[config.mk]
export PLATFORM = sky130hd
export DESIGN_NAME = addsub_serial_311
export DESIGN_NICKNAME = d
export VERILOG_FILES = /design/src/rtl/addsub_serial_311.sv
export SDC_FILE = /design/constraint.sdc
export NUM_CORES = 1
export LEC_CHECK = 0
export BUFFER_PORTS_ARGS = -buffer_cell sky130_fd_sc_hd__buf_2
export CORE_ASPECT_RATIO = 1.25
export CORE_MARGIN = 8
export CORE_UTILIZATION = 50
export CTS_BUF_LIST = sky130_fd_sc_hd__clkbuf_8
export CTS_CLUSTER_SIZE = 14
export DETAILED_ROUTE_END_ITERATION = 12
export GPL_TIMING_DRIVEN = 0
export PLACE_DENSITY_LB_ADDON = 0.25
export SLEW_MARGIN = 10
export SYNTH_ARGS = -nofsm -noshare
export SYNTH_HDL_FRONTEND = slang
export SYNTH_SLANG_ARGS = --single-unit
[constraint.sdc]
create_clock -name clk_311 -period 3.14 [get_ports clk_311]
set_input_delay 0.628 -clock clk_311 [delete_from_list [all_inputs] [get_ports clk_311]]
set_output_delay 0.628 -clock clk_311 [all_outputs]
set_load 0.01 [all_outputs]
[src/rtl/addsub_serial_311.sv]
// Digit-serial WIDTH-bit adder/subtractor: one DIGIT-bit slice per clock, LSB slice first.
// Optional macro ADDSUB_SERIAL_SAT_EN saturates the result on signed overflow.
module addsub_serial_311 #(
   parameter int unsigned WIDTH = 16,
   parameter int unsigned DIGIT = 4
) (
   input  logic             clk_311,
   input  logic             rst_n_311,
   input  logic             start_311,
   input  logic             mode_311,
   input  logic [WIDTH-1:0] a_311,
   input  logic [WIDTH-1:0] b_311,
   input  logic             cin_311,
   output logic             busy_311,
   output logic             done_311,
   output logic [WIDTH-1:0] s_311,
   output logic             c_311,
   output logic             v_311,
   output logic             z_311
);

   localparam int unsigned N       = WIDTH / DIGIT;
   localparam int unsigned CntW    = (N > 1) ? $clog2(N) : 1;
   localparam logic [CntW-1:0] LastCnt = CntW'(N - 1);

   typedef enum logic [1:0] {StIdle, StRun, StDone} state_e;

   state_e           r_state;
   logic [WIDTH-1:0] r_a;
   logic [WIDTH-1:0] r_b;
   logic [WIDTH-1:0] r_acc;
   logic [CntW-1:0]  r_cnt;
   logic             r_mode;
   logic             r_carry;
   logic             r_cmsb;
   logic             r_busy;
   logic             r_done;
   logic [WIDTH-1:0] r_s;
   logic             r_c;
   logic             r_v;
   logic             r_z;

   logic [DIGIT-1:0] w_a_sl;
   logic [DIGIT-1:0] w_b_sl;
   logic [DIGIT:0]   w_sum;
   logic             w_cmsb;
   logic             w_v;
   logic             w_c;
   logic [WIDTH-1:0] w_s;

   assign w_a_sl = r_a[r_cnt*DIGIT +: DIGIT];
   assign w_b_sl = r_b[r_cnt*DIGIT +: DIGIT];
   assign w_sum  = {1'b0, w_a_sl} + {1'b0, w_b_sl} + {{DIGIT{1'b0}}, r_carry};
   // Carry into the slice MSB; the value kept from the last slice is the carry into bit WIDTH-1.
   assign w_cmsb = w_a_sl[DIGIT-1] ^ w_b_sl[DIGIT-1] ^ w_sum[DIGIT-1];

   assign w_v = r_cmsb ^ r_carry;
   assign w_c = r_carry ^ r_mode;

`ifdef ADDSUB_SERIAL_SAT_EN
   // Wrapped sign 1 means positive overflow (clamp to max), sign 0 means negative (clamp to min).
   assign w_s = w_v ? {~r_acc[WIDTH-1], {(WIDTH-1){r_acc[WIDTH-1]}}} : r_acc;
`else
   assign w_s = r_acc;
`endif

   always_ff @(posedge clk_311) begin
      if (!rst_n_311) begin
         r_state <= StIdle;
         r_a     <= '0;
         r_b     <= '0;
         r_acc   <= '0;
         r_cnt   <= '0;
         r_mode  <= 1'b0;
         r_carry <= 1'b0;
         r_cmsb  <= 1'b0;
         r_busy  <= 1'b0;
         r_done  <= 1'b0;
         r_s     <= '0;
         r_c     <= 1'b0;
         r_v     <= 1'b0;
         r_z     <= 1'b1;
      end else begin
         r_done <= 1'b0;
         unique case (r_state)
            StIdle, StDone: begin
               if (r_state == StDone) begin
                  r_s    <= w_s;
                  r_c    <= w_c;
                  r_v    <= w_v;
                  r_z    <= (w_s == '0);
                  r_done <= 1'b1;
               end
               if (start_311) begin
                  // Subtraction runs as a + ~b + ~cin.
                  r_a     <= a_311;
                  r_b     <= mode_311 ? ~b_311 : b_311;
                  r_mode  <= mode_311;
                  r_carry <= mode_311 ? ~cin_311 : cin_311;
                  r_cnt   <= '0;
                  r_acc   <= '0;
                  r_busy  <= 1'b1;
                  r_state <= StRun;
               end else begin
                  r_state <= StIdle;
               end
            end
            StRun: begin
               r_acc[r_cnt*DIGIT +: DIGIT] <= w_sum[DIGIT-1:0];
               r_carry <= w_sum[DIGIT];
               r_cmsb  <= w_cmsb;
               if (r_cnt == LastCnt) begin
                  r_busy  <= 1'b0;
                  r_state <= StDone;
               end else begin
                  r_cnt <= r_cnt + 1'b1;
               end
            end
            default: r_state <= StIdle;
         endcase
      end
   end

   assign busy_311 = r_busy;
   assign done_311 = r_done;
   assign s_311    = r_s;
   assign c_311    = r_c;
   assign v_311    = r_v;
   assign z_311    = r_z;

endmodule

Word level (Yosys, flattened, before mapping):

Cells that the tools add are included.
Widths: inputs -> output; s select.

* output and inout bits: 21
* word-level logic and storage cells: 61
* bits of input ports: 37
* register bits: 76

* shift operators: 4
* $add $sub $neg: 4
* mux-type cells: 17
* reductions and logical operators: 10
* equality and inequality tests: 6
* bitwise operators: 6

Operator list (number)
* $neg 4->34: 1
* $shift 4x34->16 const A: 1
* $shiftx 4x34->16: 1
* $mux 16: 2
* $pmux 16 s2: 1
* $shiftx 16x5->4: 2
* $bwmux 16: 1
* $logic_not 16->1: 1
* $not 16->16: 1
* $pmux 2 s2: 2
* $reduce_and 2->1: 4
* $mux 1: 6
* $mux 2: 3
* $ne 2x2->1 const B: 3
* $reduce_and 3->1: 2
* $add 4x4->5: 1
* $add 5x1->5: 1
* $eq 2x2->1 const B: 2
* $pmux 1 s2: 2
* $xor 1x1->1: 4
* $add 2x1->2 const B: 1
* $eq 2x1->1 const B: 1
* $logic_not 2->1: 1
* $reduce_bool 2->1: 1
* 2 further kinds: 2

Longest topological paths before layout:

Gate-level depths: netlist of run 1.

* depth in word-level cells: 6
* depth in mapped cells: 8
* mapped depth without buffers: 7

Worst setup path before layout of run 1:

OpenSTA, ideal clock, no wires.

* path kind: reg-to-reg
* from: reg r_cnt[0]
* to: reg r_carry
* data arrival time: 2668 ps
* cell stages (with the launch flop): 9
* path buffers: 1
* setup slack: 357 ps
* period minus slack after synthesis: 2783 ps
* library setup time: 115 ps
* required time: 3025 ps
* cell sequence: dfxtp_1 buf_4 mux4_2 fa_1 fa_1 a21o_1 a211oi_1 nor2_1 o21a_1

* cells in the longest elaborated chain, start to end: 4
* elaborated cells on any way between the ends: 5
* those cells by class: add/sub: 2; shift: 2; mux: 1

Ends and longest elaborated chain
* from (decl): line 32 `logic [CntW-1:0] r_cnt;`
* from (signal assigned): line 116 `r_cnt <= r_cnt + 1'b1;`
* $shiftx 16x5->4 (on tied branches): line 51, 52
* $add 4x4->5 (*): line 53 `assign w_sum = {1'b0, w_a_sl} + {1'b0, w_b_sl} + {{DIGIT{1'b0}}, r_carry};`
* $add 5x1->5 (*): line 53
* $pmux 1 s2 (*): line 85 `unique case (r_state)`
* to (signal assigned): line 99 `r_carry <= mode_311 ? ~cin_311 : cin_311;`
* to (signal assigned): line 110 `r_carry <= w_sum[DIGIT];`
* to (decl): line 34 `logic r_carry;`

Every way passes the cells marked *; elsewhere a longest branch is shown, timed or not.
A chain may end at the register's enable or synchronous reset.

Worst setup path in the final report of run 1:

Ends and elaborated chain as after synthesis.

==> results_dict.tcl, run 1 <==
set metrics [dict create \
    port_buffers 55 \
    syn_inst 367 \
    numCtsBuffers 9 \
    antenna_found_initial 0 \
    via_per_inst 5.23 \
    syn_to_final_growth_pct 17.6 \
    final_area_um2 4100 \
    rsz0062_at_grt "false" \
    synth-main-ff-cell "dfxtp_1" \
    cts_tree "done" \
    switching_share 0.260 \
    leakage_nw 1.80 \
    post_cts_buffers 0 \
    worstSetupEndpoint "r_carry" \
    p_clk_frac 0.380 \
    wl_per_cell_um 15.0 \
    power_mw 2.14 \
    root_buffer "clkbuf_8" \
    period_share 0.936 \
    ant_nets 0 \
    yosysWarningCount 0 \
    placed_cell_area_um2 3870 \
    irDropWorstVdd_v 0.000304 \
    syn_nets 413 \
    synth_commonest_cells "90 x nand2_1, 76 x dfxtp_1, 21 x a21boi_1, 19 x o211a_1, 19 x xnor2_1" \
    ys_top_cells_by_area "dfxtp_1 44%, nand2_1 9.7%, o211a_1 5.5%" \
    wirelength_um 7920 \
    status "finished clean" \
    yosysMostFrequentCell "nand2_1" \
    yosys.area.top_type "dfxtp_1" \
    layout_min_cycle_time_ns 2.94 \
    pwr-share-seq 0.481 \
    gp_congestion 0.819 \
    syn_area_per_cell_um2 9.49 \
    pin_count 58 \
    max_slew_margin 0.634 \
    regToRegEndpoint "r_carry" \
    drc_errors 0 \
    ys_seq_area_frac 0.437 \
    drtIter0Drc 82 \
    synthArstFlopShare 0 \
    clkLatencyLatePin_ns 0.36 \
    clock_skew_ns 0.00885 \
    p_sw_mw 0.557 \
    clock_path_buffers 2 \
    cap_viol_max_count 0 \
    powerDensity_nw_per_um2 523 \
    synth.distinct_cells 41 \
    drv_slew 0 \
    max_freq_ghz 0.340 \
    crit_type "register to register" \
    worstMarginPinSlew_ns 0.549 \
    startpoint "r_cnt[0]" \
    fp.dieW_um 90.7 \
    synth_edf_count 0 \
    drtPass1Iterations 4 \
    n_antenna_cell 0 \
    crit_path_start_kind "register" \
    synth_top_area_frac 0.437 \
    critPathArrivalTime_ns 3.20 \
    synth.cell_area_um2 3480 \
    cp_max_fo 10 \
    initial_core_util 0.509 \
    drive_gt1_frac 0.237 \
    r2r-start "r_cnt[0]" \
    fin_tns_setup_ns 0 \
    fin_util 0.598 \
    grt_pass1_wl_um 13300 \
    pre_cts_ws_ns 0.0840 \
    rows 34 \
    reg2reg_slack_ns 0.20 \
    clk_pin_slew_ns 0.08 \
    fp.dieH_um 109 \
    cts_sinks 76 \
    core_um2 6850 \
    num-nets-final 479 \
    synth_seq_cells 76 \
    cp.required_ns 3.40 \
    die-area_um2 9910 \
    intPower_mw 1.58 \
    crit_path_end_kind "register" \
    finalHoldViolations 0 \
    grt_max_degree 14 \
    p_comb_frac 0.139 \
    grt_usage 0.167 \
    setup_viol 0 \
    vias 2761 \
    rr_worst_depth 8 \
    grt-ovfl-total 0 \
    grt_pass1_vias 2889 \
    cts_max_level 3 \
    hold_class "register to register" \
    place_hpwl_um 5980 \
    layout_setup_ws_ns 0.201 \
]
==> area by class of cell <==
class | instances | area (um2)
Clock buffer | 9 | 124
Inverter | 4 | 15.0
Multi-Input combinational cell | 261 | 1820
Buffer | 26 | 130
Sequential cell | 76 | 1520
Timing Repair Buffer | 55 | 275
Tap cell | 90 | 113
Clock inverter | 7 | 92.6
Fill cell | 626 | 2750
==> registers in the layout, summed over array words and instances (netlist names), 2 cells and up <==
name and flops:
r_a 16, r_acc 16, r_b 16, s_311 16, r_cnt 2, r_state 2
==> cell families (layout without fill, tap and decap cells) <==
logic type      after synthesis  in the layout  share of synthesized area
xor+xnor                     20             20                     0.0503
buf+inv                      30            101                     0.0417
fa+ha+maj                     9              9                     0.0366
flops                        76             76                      0.437
mux                           8              8                     0.0517
simple gates                137            137                      0.193
compound gates               87             87                      0.190
==> cells in the final DEF (no fill, tap or decap), types with 3 or more instances in the layout <==
master and count:
nor2_1 8, a21oi_1 5, dfxtp_1 75, buf_2 69
buf_4 4, a211oi_1 3, inv_1 4, a21boi_0 13
nor2b_1 15, a21boi_1 21, nand2b_1 3, nand3_1 4
ha_1 7, xnor2_1 19, nand2_1 90, mux4_2 8
o21ai_1 3, o21ai_0 7, clkbuf_1 8, clkbuf_8 9
a22oi_1 12, o211a_1 19, nor4_1 3
==> power groups by stage <==
stage               registers [mW]  clock network (mW)  logic (mW)
floorplan                     1.04                   0       0.213
detailed placement            1.05                   0       0.295
global route                  1.03               0.870       0.329
global placement              1.05                   0       0.289
CTS                           1.03               0.823       0.297
finish                        1.03               0.814       0.298
==> worst max-delay path: stages, from the launching register on <==
cell and delay (ns):
dfxtp_2 0.42, buf_4 0.26, mux4_2 0.56, fa_1 0.45
fa_1 0.44, a21o_1 0.20, a211oi_1 0.26, nor2_1 0.08
o21a_1 0.16
==> stage by stage <==
| stage | std cells | hold WS [ns] |
|---|---|---|
| 2_1_floorplan | 367 | 0.432 |
| 3_3_place_gp | 512 | 0.437 |
| 3_5_place_dp | 512 | 0.444 |
| 4_1_cts | 528 | 0.454 |
| 5_1_grt | 528 | 0.476 |
| 6_report | 528 | 0.450 |
==> what timing repair did <==
action,in CTS,in global routing
endpoints found under the setup margin,0,5
hold buffers,0,0
resized for setup,0,2
==> layer usage <==
metal	track usage	vias to the layer above	wire [um]
li1	-	1396	-
met1	0.172	1291	3360
met2	0.310	62	4060
met3	0.0519	12	355
met4	0.0703	0	136
met5	0	-	0
==> worst min path at each step <==
stage	start	end	slack, ns	depth (start not counted)
6_report	s_311[12]	s_311[12]	0.45	2
5_1_grt	r_a[15]	r_a[15]	0.48	2
4_1_cts	s_311[12]	s_311[12]	0.45	2
3_5_place_dp	s_311[12]	s_311[12]	0.44	2
3_3_place_gp	r_a[1]	r_a[1]	0.44	2
2_1_floorplan	r_a[8]	r_a[8]	0.43	2
Note: power is estimated with default switching activity, not from simulation.
==> run 2, diff against run 1 <==
PLACE_DENSITY_LB_ADDON = 0.12   (was 0.25)
==> run 2 against run 1 <==
  * Non-clock buffer count stayed put
  * Largest power group unchanged
  * Cell count shrank 0.19%
  * Fmax is 0.71% higher
  * Via count shrank 0.87%
  * Power down 4.2%
  * Combinational power about the same
  * Routed wire length decreased by 0.76%
  * Clock-buffer cell count unchanged
  * Worst hold slack better by 0.0024 ns
  * Register-to-register slack better by 0.02 ns
  * Sequential share of layout area is 0.33 points higher
==> results_dict.tcl, run 2 (same netlist as run 1, synthesis figures left out) <==
set metrics [dict create \
    fin_tns_setup_ns 0 \
    grt_max_degree 14 \
    setup_viol 0 \
    drtPass1Iterations 4 \
    root_buffer "clkbuf_8" \
    r2r-start "r_cnt[0]" \
    syn_to_final_growth_pct 16.6 \
    wirelength_um 7860 \
    grt_pass1_wl_um 13300 \
    max_freq_ghz 0.343 \
    finalHoldViolations 0 \
    layout_setup_ws_ns 0.222 \
    rsz0062_at_grt "false" \
    port_buffers 55 \
    cts_tree "done" \
    status "finished clean" \
    power_mw 2.05 \
    fin_util 0.593 \
    worstHoldPathCells 2 \
    cap_viol_max_count 0 \
    ant_nets 0 \
    num-nets-final 479 \
    powerDensity_nw_per_um2 505 \
    worstMarginPinSlew_ns 0.537 \
    via_per_inst 5.19 \
    antenna_found_initial 0 \
    gp_congestion 0.830 \
    clock_path_buffers 2 \
    clkLatencyLatePin_ns 0.34 \
    rows 34 \
    cts_max_level 3 \
    n_antenna_cell 0 \
    crit_path_end_kind "register" \
    drive_gt1_frac 0.236 \
    initial_core_util 0.509 \
    drc_errors 0 \
    drtIter0Drc 84 \
    cts_resized 0 \
    crit_path_start_kind "register" \
    rr_worst_depth 8 \
    post_cts_buffers 0 \
    wl_per_cell_um 14.9 \
    period_share 0.929 \
    pin_count 58 \
    cts_sinks 76 \
    max_slew_margin 0.642 \
    reg2reg_slack_ns 0.22 \
    min_to "s_311[11]" \
    die-area_um2 9910 \
    cp_max_fo 10 \
    layout_min_cycle_time_ns 2.92 \
    critPathArrivalTime_ns 3.15 \
    crit_type "register to register" \
    cp.required_ns 3.38 \
    pre_cts_ws_ns 0.0659 \
    vias 2737 \
    core_um2 6850 \
    whs_ns 0.453 \
    drv_slew 0 \
    hp-start "s_311[11]" \
    mostFrequentLayoutCells "90 x nand2_1, 75 x dfxtp_1, 69 x buf_2" \
    fp.dieW_um 90.7 \
    hold_class "register to register" \
    clock_skew_ns 0.0115 \
    fp.dieH_um 109 \
    grt-ovfl-total 0 \
    grt_usage 0.167 \
    irDropWorstVdd_v 0.000277 \
    regToRegEndpoint "r_carry" \
    leakage_nw 1.78 \
    final_common_cell "nand2_1" \
    place_hpwl_um 5920 \
    grt_pass1_vias 2838 \
    clk_pin_slew_ns 0.08 \
    ctsHoldBuffers 0 \
    numCtsBuffers 9 \
]
==> run 2: power breakdown <==
group / internal (mW) / leakage (nW) / switching [mW]
Clock: 0.363 / 0.0915 / 0.363
Sequential: 1.00 / 0.620 / 0.0247
Combinational: 0.134 / 1.07 / 0.161
Total: 1.50 / 1.78 / 0.549
==> run 2: worst max-delay path by stage <==
stage	startpoint	to	depth (start not counted)
after floorplan	r_cnt[0]	r_carry	8
after global placement	r_cnt[0]	r_carry	8
after detailed placement	r_cnt[0]	r_carry	8
after CTS	r_cnt[0]	r_carry	8
after global routing	r_cnt[0]	r_carry	8
final	r_cnt[0]	r_carry	8
==> run 2: per-stage QoR <==
step / instances / area (um2)
2_1_floorplan: 367 / 3480
3_3_place_gp: 512 / 3870
3_5_place_dp: 512 / 3870
4_1_cts: 527 / 4060
5_1_grt: 527 / 4060
6_report: 527 / 4060
==> run 2: area by class of cell <==
type                            count  area (um2)
Timing Repair Buffer               55         275
Fill cell                         633        2790
Tap cell                           90         113
Inverter                            4        15.0
Clock buffer                        9         124
Sequential cell                    76        1520
Buffer                             26         130
Clock inverter                      6        63.8
Multi-Input combinational cell    261        1820
==> run 2: worst max-delay path, stage by stage, from the launching register on <==
cell and delay, ns:
dfxtp_2 0.42, buf_4 0.26, mux4_2 0.56, fa_1 0.44
fa_1 0.42, a21o_1 0.20, a211oi_1 0.27, nor2_1 0.08
o21a_1 0.16
==> run 2: per-layer routing <==
metal	wire length, um	track usage
met5	0	0
met4	134	0.0763
met3	286	0.0362
met2	4010	0.305
met1	3430	0.182
